===== config.mk =====
export PLATFORM = sky130hd
export DESIGN_NAME = lsu_access_controller
export DESIGN_NICKNAME = d
export VERILOG_FILES = /design/src/rtl/lsu_access_controller.sv
export SDC_FILE = /design/constraint.sdc
export NUM_CORES = 1
export LEC_CHECK = 0
export CAP_MARGIN = 20
export CORE_UTILIZATION = 50
export CTS_BUF_LIST = sky130_fd_sc_hd__clkbuf_4
export DETAILED_ROUTE_END_ITERATION = 10
export PLACE_DENSITY = 0.95
export SLEW_MARGIN = 20
export SYNTH_ARGS = -nofsm -noshare
export SYNTH_HDL_FRONTEND = slang
export SYNTH_SLANG_ARGS = --single-unit

===== constraint.sdc =====
create_clock -name clk_i -period 3.2 [get_ports clk_i]
set_clock_uncertainty 0.05 [all_clocks]
set_input_delay 0.48 -clock clk_i [delete_from_list [all_inputs] [get_ports clk_i]]
set_output_delay 0.48 -clock clk_i [all_outputs]
set_load 0.01 [all_outputs]

===== src/rtl/lsu_access_controller.sv =====
// Load/store sequencer: one access at a time, lane-aligned strobes/data, extended load result. Split beats under LSU_MISALIGN_SPLIT_EN.
// Latency: accept at T, response at T+3 (T+5 split, T+1 for errors); stores wait for the write ack.
// Backpressure: req_ready_o only in IDLE; mem outputs held until mem_gnt_i; response held until rsp_ready_i.
module lsu_access_controller #(
  parameter int XLEN = 32
) (
  input  logic            clk_i,
  input  logic            rst_ni,
  input  logic            req_valid_i,
  output logic            req_ready_o,
  input  logic [3:0]      req_type_i,
  input  logic [XLEN-1:0] req_addr_i,
  input  logic [XLEN-1:0] req_wdata_i,
  output logic            rsp_valid_o,
  input  logic            rsp_ready_i,
  output logic [XLEN-1:0] rsp_rdata_o,
  output logic            rsp_err_o,
  output logic            mem_req_o,
  input  logic            mem_gnt_i,
  output logic [XLEN-1:0] mem_addr_o,
  output logic            mem_we_o,
  output logic [3:0]      mem_be_o,
  output logic [XLEN-1:0] mem_wdata_o,
  input  logic            mem_rvalid_i,
  input  logic [XLEN-1:0] mem_rdata_i
);

  if (XLEN != 32) begin : g_bad_xlen
    $error("lsu_access_controller supports only XLEN=32");
  end

  // load_store_type_e encoding; codes 8..15 are non-memory types
  localparam logic [3:0] L_B = 4'd0, L_BU = 4'd1, L_H = 4'd2, L_HU = 4'd3,
                         L_W = 4'd4, S_B = 4'd5, S_H = 4'd6, S_W = 4'd7;

  typedef enum logic [2:0] {IDLE, ISSUE, WAIT, ISSUE2, WAIT2, RESP} state_e;

  function automatic logic is_mem(input logic [3:0] t);
    return t <= S_W;
  endfunction

  function automatic logic is_store(input logic [3:0] t);
    return (t >= S_B) && (t <= S_W);
  endfunction

  function automatic logic [1:0] size_of(input logic [3:0] t);
    case (t)
      L_B, L_BU, S_B: return 2'd0;
      L_H, L_HU, S_H: return 2'd1;
      default:        return 2'd2;
    endcase
  endfunction

  function automatic logic misaligned(input logic [3:0] t, input logic [1:0] off);
    case (size_of(t))
      2'd1:    return off[0];
      2'd2:    return off != 2'd0;
      default: return 1'b0;
    endcase
  endfunction

  state_e          state_q, state_d;
  logic [3:0]      type_q;
  logic [XLEN-1:0] addr_q, wdata_q, rdata_q;
  logic            err_q;
  logic [1:0]      off;
  logic [3:0]      mask;
  logic            accept, acc_err, cap_final;
  logic [3:0]      beat_be;
  logic [XLEN-1:0] beat_addr, beat_wdata, rd_shift, load_data;

  assign off    = addr_q[1:0];
  assign accept = (state_q == IDLE) && req_valid_i;
  assign mask   = (size_of(type_q) == 2'd0) ? 4'b0001 :
                  (size_of(type_q) == 2'd1) ? 4'b0011 : 4'b1111;

`ifdef LSU_MISALIGN_SPLIT_EN
  logic            cap_first, beat2;
  logic [XLEN-1:0] rdata1_q;
  logic [7:0]      be_wide;
  logic [63:0]     wdata_wide, rd_pair;

  assign acc_err    = !is_mem(req_type_i);
  assign beat2      = (state_q == ISSUE2);
  assign be_wide    = {4'b0000, mask} << off;
  assign wdata_wide = {32'b0, wdata_q} << {off, 3'b000};
  assign beat_be    = beat2 ? be_wide[7:4] : be_wide[3:0];
  assign beat_wdata = beat2 ? wdata_wide[63:32] : wdata_wide[31:0];
  assign beat_addr  = {addr_q[XLEN-1:2], 2'b00} + (beat2 ? 32'd4 : 32'd0);
  assign rd_pair    = (state_q == WAIT2) ? {mem_rdata_i, rdata1_q} : {32'b0, mem_rdata_i};
  assign rd_shift   = 32'(rd_pair >> {off, 3'b000});
  assign cap_first  = (state_q == WAIT) && mem_rvalid_i && misaligned(type_q, off);

  always_ff @(posedge clk_i or negedge rst_ni) begin
    if (!rst_ni)        rdata1_q <= '0;
    else if (cap_first) rdata1_q <= mem_rdata_i;
  end
`else
  assign acc_err    = !is_mem(req_type_i) || misaligned(req_type_i, req_addr_i[1:0]);
  assign beat_be    = 4'(mask << off);
  assign beat_wdata = wdata_q << {off, 3'b000};
  assign beat_addr  = {addr_q[XLEN-1:2], 2'b00};
  assign rd_shift   = mem_rdata_i >> {off, 3'b000};
`endif

  always_comb begin
    load_data = '0;
    if (!is_store(type_q)) begin
      case (size_of(type_q))
        2'd0:    load_data = (type_q == L_BU) ? {24'b0, rd_shift[7:0]}
                                              : {{24{rd_shift[7]}}, rd_shift[7:0]};
        2'd1:    load_data = (type_q == L_HU) ? {16'b0, rd_shift[15:0]}
                                              : {{16{rd_shift[15]}}, rd_shift[15:0]};
        default: load_data = rd_shift;
      endcase
    end
  end

  always_comb begin
    state_d   = state_q;
    cap_final = 1'b0;
    case (state_q)
      IDLE:   if (req_valid_i) state_d = acc_err ? RESP : ISSUE;
      ISSUE:  if (mem_gnt_i) state_d = WAIT;
      WAIT:   if (mem_rvalid_i) begin
                state_d   = RESP;
                cap_final = 1'b1;
`ifdef LSU_MISALIGN_SPLIT_EN
                if (misaligned(type_q, off)) begin
                  state_d   = ISSUE2;
                  cap_final = 1'b0;
                end
`endif
              end
      ISSUE2: if (mem_gnt_i) state_d = WAIT2;
      WAIT2:  if (mem_rvalid_i) begin
                state_d   = RESP;
                cap_final = 1'b1;
              end
      RESP:   if (rsp_ready_i) state_d = IDLE;
      default: state_d = IDLE;
    endcase
  end

  always_ff @(posedge clk_i or negedge rst_ni) begin
    if (!rst_ni) state_q <= IDLE;
    else         state_q <= state_d;
  end

  always_ff @(posedge clk_i or negedge rst_ni) begin
    if (!rst_ni) begin
      type_q  <= '0;
      addr_q  <= '0;
      wdata_q <= '0;
      rdata_q <= '0;
      err_q   <= 1'b0;
    end else begin
      if (accept) begin
        type_q  <= req_type_i;
        addr_q  <= req_addr_i;
        wdata_q <= req_wdata_i;
        err_q   <= acc_err;
        rdata_q <= '0;
      end
      if (cap_final) rdata_q <= load_data;
    end
  end

  // bus fields are forced to zero whenever no beat is being offered
  assign req_ready_o = (state_q == IDLE);
  assign mem_req_o   = (state_q == ISSUE) || (state_q == ISSUE2);
  assign mem_addr_o  = mem_req_o ? beat_addr : '0;
  assign mem_be_o    = mem_req_o ? beat_be : 4'b0000;
  assign mem_wdata_o = mem_req_o ? beat_wdata : '0;
  assign mem_we_o    = mem_req_o && is_store(type_q);
  assign rsp_valid_o = (state_q == RESP);
  assign rsp_rdata_o = rsp_valid_o ? rdata_q : '0;
  assign rsp_err_o   = rsp_valid_o && err_q;

endmodule


* After elaboration in Yosys (flattened, before gate mapping)
Index checks and enable logic that the tools add are counted.
Widths: inputs -> output; s select.
** Operators by class
- Add/sub/neg operators :: 0
- Multipliers :: 0
- Divide/modulo/power cells :: 0
- $lt $le $gt $ge :: 3
- Eq/ne operators :: 24
- Shift-type cells :: 3
- Muxes and demuxes :: 25
- Bitwise logic cells :: 0
- Reduce and logical (&&, ||, !) cells :: 20
** Operators with widths (count)
- $mux 32 :: 8
- $pmux 32 s2 :: 1
- $shl 32x5->32 :: 1
- $shr 32x5->32 :: 1
- $mux 3 :: 6
- $eq 4x2->1 const B :: 4
- $eq 4x3->1 const B :: 4
- $pmux 3 s5 :: 1
- $mux 4 :: 3
- $reduce_or 3->1 :: 4
- $eq 4x1->1 const B :: 2
- $le 4x3->1 const B :: 2
- $logic_not 4->1 :: 2
- $pmux 2 s2 :: 2
- $eq 2x1->1 const B :: 3
- $eq 3x2->1 const B :: 2
- $eq 3x3->1 const B :: 2
- $ne 2x2->1 const B :: 3
- $reduce_and 5->1 :: 1
- $ge 4x3->1 const B :: 1
- $logic_and 1x1->1 :: 4
- $logic_not 2->1 :: 2
- $ne 2x1->1 const B :: 2
- $reduce_bool 2->1 :: 2
- other kinds (10) :: 12
** Storage, ports and cells
- Flip-flop bits (word level) :: 104
- Latch bits :: 0
- Memory bits (writable) :: 0
- ROM bits :: 0
- Bits of input ports :: 106
- Output and inout port bits :: 105
- Word-level logic and storage cells :: 81
- Memories :: 0

* Longest topological paths before layout
- Depth after elaboration :: 9
- Depth in mapped cells :: 8
- Mapped depth without buffers :: 5

* Worst setup path before layout
Ideal clock, no wire load.
- Path kind :: reg-to-output
- From :: register state_q[2]
- To :: output port mem_wdata_o[0]
- Arrival time :: 1.506 ns
- Data required time :: 2.670 ns
- Setup slack :: 1.164 ns
- Cell stages (with the launch flop) :: 8
- Path buffers :: 2
- Cell sequence :: dfrtp_1 -> buf_2 -> nand2b_1 -> inv_1 -> nand2b_1 -> buf_2 -> nor2_1 -> and2_1
** Between the ends
- Word-level cells in the longest chain between the ends :: 3
- Elaborated cells on any way between the ends :: 4
- Classes of those cells :: eq/ne: 2; mux: 1; reduce/logical: 1
** Ends and longest elaborated chain
- start: declaration :: line 62 : state_e state_q, state_d;
- start signal: assignment :: line 147 : else state_q <= state_d;
- $eq 3x1->1 or $eq 3x2->1 (tied branches) :: line 171 : assign mem_req_o = (state_q == ISSUE) || (state_q == ISSUE2);
- $logic_or 1x1->1 (*) :: line 171
- $mux 32 (*) :: line 174 : assign mem_wdata_o = mem_req_o ? beat_wdata : '0;
- end: declaration :: line 23 : output logic [XLEN-1:0] mem_wdata_o,
Every way passes the cells marked *; elsewhere a longest branch is shown, timed or not.

* Worst setup path in the final report
- From :: register state_q[2]
- To :: output port mem_wdata_o[2]
Same word-level chain as after synthesis.

==> flow_summary.toml <==
[power_and_ir_drop]
p_comb_share_pct = 56.3
powerDensity_mw_per_mm2 = 854
seqPwrFrac_pct = 34.2
peakVddDrop_mv = 0.432
intPower_w = 0.00401
p_sw_w = 0.00285
p_clk_share_pct = 9.5
swShare_pct = 41.5
leakagePower_nw = 3.31

[yosys]
synth_area_leaders = "dfrtp_1, mux2_1, and2_1"
synth_xor_area_share_pct = 0.306
avgSynthCellArea_um2 = 10.2
synth_fa_ha_area_share_pct = 0
synth.distinct_cells = 42
syn_area_mm2 = 0.00573
synthMuxAreaShare_pct = 20.4
synthCells = 561
ys_ff_latch = 104
synth.yosys.warnings = 0
yosysSeqAreaShare_pct = 45.4
synth_simple_gate_area_share_pct = 15.8
synth_area_leader_cell = "dfrtp_1"
synth_compound_area_share_pct = 14.0
synth_top_family_by_area = "multiplexers"
synth_top_area_share_pct = 45.4

[sta]
relSlewSlack_pct = 35.2
rsz0062_at_grt = "false"
max_freq_mhz = 335
holdWs_ps = 119
tightest_slew_ps = 972
drv_slew = 0
fin_ws_ps = 212
period_needed_ps = 2990
finalHoldViolations = 0
final-setup-viol-count = 0
fin_setup_tns_ps = 0
fin_crit_sh_pct = 93.4

[clock_network]
insertion_delay_ps = 450
cts.reportedPaths.clkPinSlew_ps = 160
cts_num_sinks = 104
clockBufferDepth = 2
htreeDepth = 3
post-cts-setup-buffer-count = 0
ctsRootBufferMaster = "clkbuf_4"
cts_buffers = 9
postCtsHoldBufs = 0
cts_tree = "done"

[die]
fp.dieH_um = 109
ios = 211
initial_core_util_pct = 52.2
die-area_mm2 = 0.0119
fp.coreArea_mm2 = 0.0110
rows = 38
die_w_um = 109

[status]
outcome = "finished clean"

[detailed_routing]
viasPerCell = 5.68
postRouteAntennaNets = 0
drc = 0
wirelength_um = 16200
post_drt_wl_per_cell_um = 18.1
first_iter_violations = 320
first_pass_iters = 7
via_count = 5081

[placed_design]
dp_slack_ps = 390
place_inst = 880
port_buffers = 208
dpl.hpwl_um = 11900
gp_congestion = 0.869

[cells_and_area]
final_util_pct = 73.2
n_antenna_cell = 0
drive_gt1_share_pct = 6.62
fill_cells = 754
syn2layout_area_growth_pct = 40.2
nets = 857
final_cells = 895

[setup_path]
crit_type = "flop to output port"
critical_path_peak_fanout = 10
worstSetupEndpointType = "output port"
r2r_slack_ps = 840
critPathArrivalTime_ps = 2460
start_kind = "flop"
critPathRequiredTime_ps = 2670

[global_route]
grt.total_usage_pct = 28.1
grt.overflow.total = 0
grt_max_degree = 78
antenna_found_initial = 0
grt_pass1_wl_um = 25700
grt_pass1_vias = 5255

[min_path]
min_path_type = "input port to asynchronous set/reset pin"

[run]
maxCapViolations = 0
-- cell usage in the layout (no fill, tap or decap), types with 2 or more instances in the layout --
master	synthesis	final
clkdlybuf4s50_1	0	207
dfrtp_1	104	102
and2_1	72	71
mux2_1	64	64
nand2_1	47	46
nor2_1	37	36
mux2i_1	32	32
o21ai_0	32	32
a21oi_1	28	28
a211oi_1	20	20
o21ai_1	18	18
nor2b_1	10	10
buf_4	9	10
mux2_2	9	9
clkbuf_4	0	9
a22o_1	8	8
inv_1	6	6
nand2b_1	5	4
xnor2_1	2	2
o211ai_1	2	2
o22ai_1	2	2
nand3_1	2	2
nand3b_1	2	2
conb_1	1	2
dfrtp_2	0	2
clkinvlp_4	0	2
clkinv_1	0	2
buf_6	1	2
-- power by group through the flow --
stage | Sequential (W) | Clock, W | Combinational, W
after floorplan | 0.00214 | 0 | 0.00255
after global placement | 0.00229 | 0 | 0.00368
after detailed placement | 0.00236 | 0 | 0.00382
after CTS | 0.00234 | 0.000675 | 0.00385
after global routing | 0.00242 | 0.000722 | 0.00421
final | 0.00235 | 0.000655 | 0.00386
-- path summary, 6_finish.rpt --
check,from,end,cells after the start
setup reg to reg,addr_q[0],rdata_q[19],7
setup / recovery,state_q[2],mem_wdata_o[2],6
min in group clk_i,addr_q[18],addr_q[18],1
hold / removal,rst_ni,addr_q[23],1
hold reg to reg,addr_q[18],addr_q[18],1
max in group asynchronous,rst_ni,addr_q[17],2
-- cell type report --
class | count | area [µm²] | share of cell area (%)
repair buffers | 220 | 2190 | 27.2
clock buffers | 9 | 67.6 | 0.841
flip-flops and latches | 104 | 2610 | 32.4
inverters | 6 | 22.5 | 0.280
multi-input cells | 410 | 2920 | 36.3
well taps | 140 | 175 | 2.18
clock inverters | 6 | 61.3 | 0.763
-- cell families after synthesis --
logic type,count (synthesis)
flip-flops,104
XOR/XNOR,2
other,1
AO/OA/AOI/OAI,121
multiplexers,107
buffers and inverters,48
AND/OR/NAND/NOR,178
-- stage by stage --
stage                     area, µm²  power, W
after global routing           8040   0.00735
after CTS                      8020   0.00686
after global placement         7890   0.00597
after detailed placement       7890   0.00618
final                          8040   0.00686
after floorplan                5740   0.00469
-- cell usage after synthesis --
cell,count
a2111oi_4,1
mux2_4,1
and2b_1,1
o22ai_1,2
o32ai_1,1
dfrtp_1,104
mux2_1,64
nand2b_1,5
a31oi_4,1
mux2_2,9
conb_1,1
xnor2_1,2
a22o_1,8
a21o_1,1
o211ai_4,1
nor2b_1,10
mux2i_2,1
a21oi_4,1
o21ai_1,18
a21boi_0,1
and2_1,72
a211oi_1,20
buf_1,1
mux2i_1,32
nand3b_1,2
nor3_1,1
buf_4,9
o2111ai_1,1
o21ai_0,32
buf_2,10
a21oi_1,28
clkbuf_1,21
or2_1,1
a21o_4,1
o2bb2a_4,1
o211ai_1,2
nor2_1,37
nand3_1,2
inv_1,6
buf_6,1
nand2_1,47
o21ai_2,1
-- critical path, stage by stage (launching register included) --
cell	delay [ps]
dfrtp_1	510
nand2b_1	220
inv_1	110
nand2b_2	200
nor2_4	220
and2_1	180
clkdlybuf4s50_1	560
-- routing by layer --
metal  share of wire (%)  up-vias  GRT usage, %  wire, µm
met5                   0        -             0         0
met3                 7.7       43          5.32      1240
li1                    -     2313             -         -
met1                  39     2440          33.3      6310
met4                 2.9        0          12.9       474
met2                  50      285          49.1      8130
-- registers in the layout, summed over array words and instances (netlist names) --
signal	count
rdata_q	32
state_q	3
wdata_q	32
type_q	4
err_q	1
addr_q	32
-- timing repair --
action	CTS	global route
gates cloned	0	0
resized for setup	2	4
hold endpoints to repair	0	0
setup endpoints to repair	8	11
Note: power is estimated with default switching activity, not from simulation.
